--- src/rtl/tone_voice_bank.sv ---
`default_nettype none
// ============================================================================
// Module   : tone_voice_bank
// Purpose  : Four half-period square-wave voices mixed to a 3-bit level and
//            rendered as a 4-cycle-frame PWM bit for the speaker pin.
// Revision : 1.0
// ============================================================================
module tone_voice_bank #(
    parameter int PRESCALE = 1,
    parameter int PS_W     = 16
) (
    input  logic       clk,
    input  logic       reset,
    input  logic [7:0] freq1,
    input  logic [7:0] freq2,
    input  logic [7:0] freq3,
    input  logic [7:0] freq4,
    output logic [3:0] voice,
    output logic [2:0] mix,
    output logic       pwm_out,
    output logic       tick
);

    localparam logic [PS_W-1:0] PS_LAST = PS_W'(PRESCALE - 1);

    logic [PS_W-1:0] ps_q, ps_d;
    logic            tick_q, tick_d;
    logic [7:0]      freq_w [4];
    logic [2:0]      mix_q, mix_d;
    logic [1:0]      f_q, f_d;
    logic            pwm_q, pwm_d;

    assign freq_w[0] = freq1;
    assign freq_w[1] = freq2;
    assign freq_w[2] = freq3;
    assign freq_w[3] = freq4;

    // tick is registered so it is low throughout reset even when PRESCALE=1
    always_comb begin
        ps_d   = (ps_q == PS_LAST) ? '0 : ps_q + PS_W'(1);
        tick_d = (ps_d == PS_LAST);
    end

    always_ff @(posedge clk or negedge reset) begin
        if (!reset) begin
            ps_q   <= '0;
            tick_q <= 1'b0;
        end else begin
            ps_q   <= ps_d;
            tick_q <= tick_d;
        end
    end

    for (genvar gi = 0; gi < 4; gi++) begin : g_voice
        logic [7:0] hp_q, hp_d;
        logic [7:0] cnt_q, cnt_d;
        logic       v_q, v_d;

        // hp==0 is IDLE; a boundary resamples freq so half-periods never truncate
        always_comb begin
            hp_d  = hp_q;
            cnt_d = cnt_q;
            v_d   = v_q;
            if (tick_q) begin
                if (hp_q == 8'd0) begin
                    v_d   = 1'b0;
                    cnt_d = 8'd0;
                    hp_d  = freq_w[gi];
                end else if (cnt_q == hp_q - 8'd1) begin
                    cnt_d = 8'd0;
                    hp_d  = freq_w[gi];
                    v_d   = (freq_w[gi] != 8'd0) ? ~v_q : 1'b0;
                end else begin
                    cnt_d = cnt_q + 8'd1;
                end
            end
        end

        always_ff @(posedge clk or negedge reset) begin
            if (!reset) begin
                hp_q  <= 8'd0;
                cnt_q <= 8'd0;
                v_q   <= 1'b0;
            end else begin
                hp_q  <= hp_d;
                cnt_q <= cnt_d;
                v_q   <= v_d;
            end
        end

        assign voice[gi] = v_q;
    end

    always_comb begin
        mix_d = {2'b00, voice[0]} + {2'b00, voice[1]}
              + {2'b00, voice[2]} + {2'b00, voice[3]};
        f_d   = f_q + 2'd1;
        pwm_d = ({1'b0, f_q} < mix_q);
    end

    always_ff @(posedge clk or negedge reset) begin
        if (!reset) begin
            mix_q <= 3'd0;
            f_q   <= 2'd0;
            pwm_q <= 1'b0;
        end else begin
            mix_q <= mix_d;
            f_q   <= f_d;
            pwm_q <= pwm_d;
        end
    end

    assign mix     = mix_q;
    assign pwm_out = pwm_q;
    assign tick    = tick_q;

endmodule
`default_nettype wire

--- config.mk ---
export PLATFORM = sky130hd
export DESIGN_NAME = tone_voice_bank
export DESIGN_NICKNAME = d
export VERILOG_FILES = /design/src/rtl/tone_voice_bank.sv
export SDC_FILE = /design/constraint.sdc
export NUM_CORES = 1
export LEC_CHECK = 0
export BUFFER_PORTS_ARGS = -buffer_cell sky130_fd_sc_hd__buf_2
export CORE_ASPECT_RATIO = 1.1
export CORE_MARGIN = 4
export CORE_UTILIZATION = 45
export DETAILED_ROUTE_END_ITERATION = 16
export MAX_ROUTING_LAYER = met4
export PLACE_DENSITY = 0.59
export SYNTH_ARGS = -nofsm -noshare
export SYNTH_HDL_FRONTEND = slang
export SYNTH_SLANG_ARGS = --single-unit
--- constraint.sdc ---
create_clock -name clk -period 3.1 [get_ports clk]
set_input_delay 0 -clock clk [delete_from_list [all_inputs] [get_ports clk]]
set_output_delay 0 -clock clk [all_outputs]
set_load 0.01 [all_outputs]
Yosys cells after proc, flatten, opt, wreduce, memory -nomap -nowiden
Index checks and enable logic that the tools add are counted.
Storage, ports and cells
  output and inout bits: 9
  word-level logic and storage cells: 86
  register bits after elaboration: 91
  bits of input ports: 34
Operators by class
  order comparisons: 1
  add/subtract/negate cells: 13
  eq/ne operators: 4
  multiplexer cells: 29
  reduce and logical (&&, ||, !) cells: 18
  bitwise operators: 4
Operators with widths (count)
  two-way mux 8 bit: 16
  adder 8 x 1 -> 8 bit (second input constant): 4
  equality test 8 bit: 4
  logical NOT 16 bit: 2
  logical NOT 8 bit: 4
  nonzero test 8 bit: 4
  subtractor 8 x 1 -> 8 bit (second input constant): 4
  adder 16 x 1 -> 16 bit (second input constant): 1
  two-way mux 16 bit: 1
  two-way mux 1 bit: 12
  AND reduction 2 bit: 4
  nonzero test 2 bit: 4
  NOT 1 bit: 4
  adder 2 x 1 -> 3 bit: 1
  adder 3 x 1 -> 3 bit: 1
  less-than comparator 2 x 3 -> 1 bit: 1
  adder 1 x 1 -> 2 bit: 1
  adder 2 x 1 -> 2 bit (second input constant): 1

Depth between registers and ports, before layout
  word-level depth: 4
  gate-level depth with buffers: 10
  gate-level depth less buffers: 9

Worst setup path after synthesis
Ideal clock, no wire load.
  kind: reg-to-reg
  start: register g_voice[1].hp_q[0]
  end: register g_voice[1].hp_q[7]
  cell stages (with the launch flop): 11
  setup time: 0.065 ns
  path slack: 0.618 ns
  arrival time: 2.417 ns
  required time: 3.035 ns
  period minus slack after synthesis: 2.482 ns
  buffers on the path: 1
  cells stage by stage: dfrtp_1 inv_1 ha_1 or3b_4 or3_4 nor2_1 o2111ai_2 a211oi_4 buf_6 a21oi_1 o21ba_1
On the way
  longest elaborated chain between the ends: 4
  elaborated cells on any way between the ends: 6
  those cells by class: add/sub: 1; eq/ne: 1; mux: 1; reduce/logical: 3
RTL lines
  from (decl): line 55  | logic [7:0] hp_q, hp_d;
  from (signal assigned): line 85  | hp_q <= hp_d;
  subtractor 8 x 1 -> 8 bit: line 69  | end else if (cnt_q == hp_q - 8'd1) begin
  equality test 8 bit: line 69
  nonzero test 2 bit (no line)
  AND reduction 2 bit (no line)
Parallel ways exist; a longest one is shown, timed or not.
A chain may end at the register's enable or synchronous reset.

Worst setup path after layout
Same ends and word-level chain as after synthesis.

==> reports/metrics.csv <==
metric;value;unit
fin. max-slew vios;0;
gr usage total;18.1;%
Post-synth EDFFs;0;
Setup violations, final;0;
sw frac;38.7;%
DRC;0;
Hold Crit Class;primary input to asynchronous set/reset pin;
remaining global-route overflow;0;
synthesized area;5320;sq um
max cap viols;0;
# IOs;43;
count of buffers from port buffering;42;
clock latency on the worst-skew pair;0.34;ns
syn_nets;612;
Startpoint Class;flip-flop;
Critical Path Sink Type;flip-flop;
placed cell count;746;
sw power;2080;uW
Internal Power;3300;uW
CP max stage cell;a211oi_4;
CP arrival;3.07;ns
CTS tree;yes;
crit-path max cell delay;0.58;ns
Worst Tran Pin Value;1.02;ns
ANT nets after route;0;
clk_skew;0.00679;ns
crit path max fanout;14;
main flop type after synthesis;dfrtp_1;
Initial DRT Pass Iterations;4;
RSZ-0062 raised after global routing;false;
Rel. slew slack;32.2;%
Num CTS Buffers;9;
diode count;0;
outcome;complete, no violations;
Synth top area share;42.8;%
commonest non-fill, non-tap cell in the layout;dfrtp_1;
Synth area leader;dfrtp_1;
Clock Path Buffers;2;
WP data required;3.37;ns
chip width;112;microns
non-filler cells, final;793;
YS warnings;0;
crit share post-route;90.1;%
via count;4315;
Seq/Total Area, Yosys;42.8;%
area of the core;11500;sq um
ratio of cells with drive above 1 in the final layout;12.8;%
initial antenna violation count;0;
Final Core Density;54.6;%
DR WL/cell;14.4;microns
top post-synthesis cells by area;dfrtp_1 43%, xnor2_1 5.6%, xor2_1 5.1%, nor2_1 3.5%, nand2_1 3.1%;
PD cells;854;nW/um^2
Setup CP Type;flip-flop to flip-flop;
first-pass GRT wire length;19.8;mm
number of H-tree levels;3;
Initial Util;46.1;%
initial DRC count;179;
cells along the critical path;inv_1 -> ha_1 -> or3b_4 -> or3_4 -> nor2_1 -> o2111ai_2 -> a211oi_4 -> a21oi_1 -> o21ba_1;
fin nets;688;
sequential share of power;41.4;%
Clock Power Share;20.1;%
Fmax;0.358;GHz
min Tclk post-route;2.79;ns
CTS sink cnt;91;
DP HPWL;8.11;mm
final hold vios;0;
Async SR Flop Fraction;100;%
number of setup buffers added after CTS;0;
commonest cells after routing, fill and taps aside;91 x dfrtp_1, 49 x nor2_1, 44 x nand2_1;
Yosys reg bits;91;
row cnt;41;
cell count after synthesis;564;
DR vias/cell;5.44;
Worst IR Drop VDD;0.387;mV
Die Footprint;13600;sq um
Fillers;1024;
number of global-route vias before repair;4307;
Leakage;0.00283;uW
synthesis-to-finish area growth;18.4;%
Worst-path clk slew;0.06;ns
pin count of the biggest net entering global routing;82;
setup_tns;0;ns
GP Congestion;0.824;
total wire length;11.4;mm
mean post-synth cell area;9.44;sq um
combinational share of power;38.5;%
clk root buf;clkbuf_16;
Synth cell types;70;
Die Ht;122;microns
## metal layers
| layer | share of wire (%) | up-vias | GRT usage (%) |
|---|---|---|---|
| li1 | - | 2143 | - |
| met1 | 44 | 2088 | 21.5 |
| met2 | 51 | 70 | 31.4 |
| met3 | 3.5 | 14 | 3.53 |
| met4 | 1.5 | 0 | 5.17 |
| met5 | 0 | - | - |
## metrics by stage
| stage | hold slack (ns) | setup WS [ns] | power [uW] | instance area (sq um) |
|---|---|---|---|---|
| floorplan | -0.296 | 0.618 | 3780 | 5320 |
| global placement | 0.219 | 0.364 | 4210 | 5680 |
| detailed placement | 0.223 | 0.199 | 4290 | 5680 |
| CTS | 0.406 | 0.192 | 5430 | 6290 |
| global route | 0.432 | 0.0421 | 5850 | 6300 |
| finish | 0.379 | 0.308 | 5380 | 6300 |
## final timing paths
path                                         start            endpoint  slack [ns]  depth (start not counted)
worst max register to register  g_voice[1].hp_q[0]  g_voice[1].hp_q[7]        0.31                          9
worst min-delay path                         reset  g_voice[2].hp_q[5]        0.38                          2
worst max-delay path            g_voice[1].hp_q[0]  g_voice[1].hp_q[7]        0.31                          9
min in group clk                          freq1[3]  g_voice[0].hp_q[3]        0.42                          4
max in group asynchronous                    reset  g_voice[1].hp_q[4]        2.03                          3
worst min register to register              f_q[0]              f_q[0]        0.47                          1
## worst max-delay path, delay by kind of cell (launching register included)
kind / cells / cell delay, ns
adders and majority gates: 1 / 0.18
buffers and inverters: 1 / 0.09
DFF: 1 / 0.42
and+or+nand+nor: 3 / 0.88
AOI/OAI and AO/OA: 4 / 1.14
## final cells by class
class                      instances  area [sq um]  area share [%]
clock buffer                      11           243            3.85
clock inverter                     3          40.0           0.636
inverter                          38           143            2.26
multi-input combinational        419          2820            44.8
sequential                        91          2280            36.2
tap                              150           188            2.98
timing repair buffer              81           588            9.34
## timing repair
item | 4_1_cts | 5_1_grt
endpoints found under the setup margin | 0 | 2
resized for setup | 0 | 1
endpoints found under the hold margin | 111 | 0
hold buffers | 33 | 0
## registers in the layout, summed over array words and instances, names as in the netlist
name,count
ps_q,16
mix,3
g_voice.cnt_q,32
pwm_out,1
g_voice.v_q,4
tick,1
g_voice.hp_q,32
f_q,2
## power groups by stage
stage	clock (uW)	sequential (uW)	combinational [uW]
3_3_place_gp	0	2230	1970
5_1_grt	1160	2310	2380
6_report	1080	2230	2070
3_5_place_dp	0	2250	2040
2_1_floorplan	0	2060	1720
4_1_cts	1110	2230	2100
## synthesized netlist by cell type, types with 5 or more instances
cell	instances
a21oi_1	13
and2_1	7
and3_1	8
clkbuf_1	9
dfrtp_1	91
ha_1	13
inv_1	38
nand2_1	44
nand2b_1	7
nand3_1	28
nand3b_1	5
nand4_1	7
nor2_1	49
nor2b_1	5
nor3_1	12
nor3b_1	6
nor4_1	15
o21ai_0	32
o21ai_1	15
o21ba_1	5
o22a_1	6
xnor2_1	34
xor2_1	31
## logic make-up after synthesis
logic type | count (synthesis) | share of synthesized area [%]
buffers and inverters | 54 | 4.28
xor gates and xnor gates | 65 | 10.7
DFF | 91 | 42.8
and+or+nand+nor | 219 | 22.1
AOI/OAI and AO/OA | 114 | 15.3
adders and majority gates | 14 | 3.43
muxes | 7 | 1.41
(Power assumes the default switching activity.)
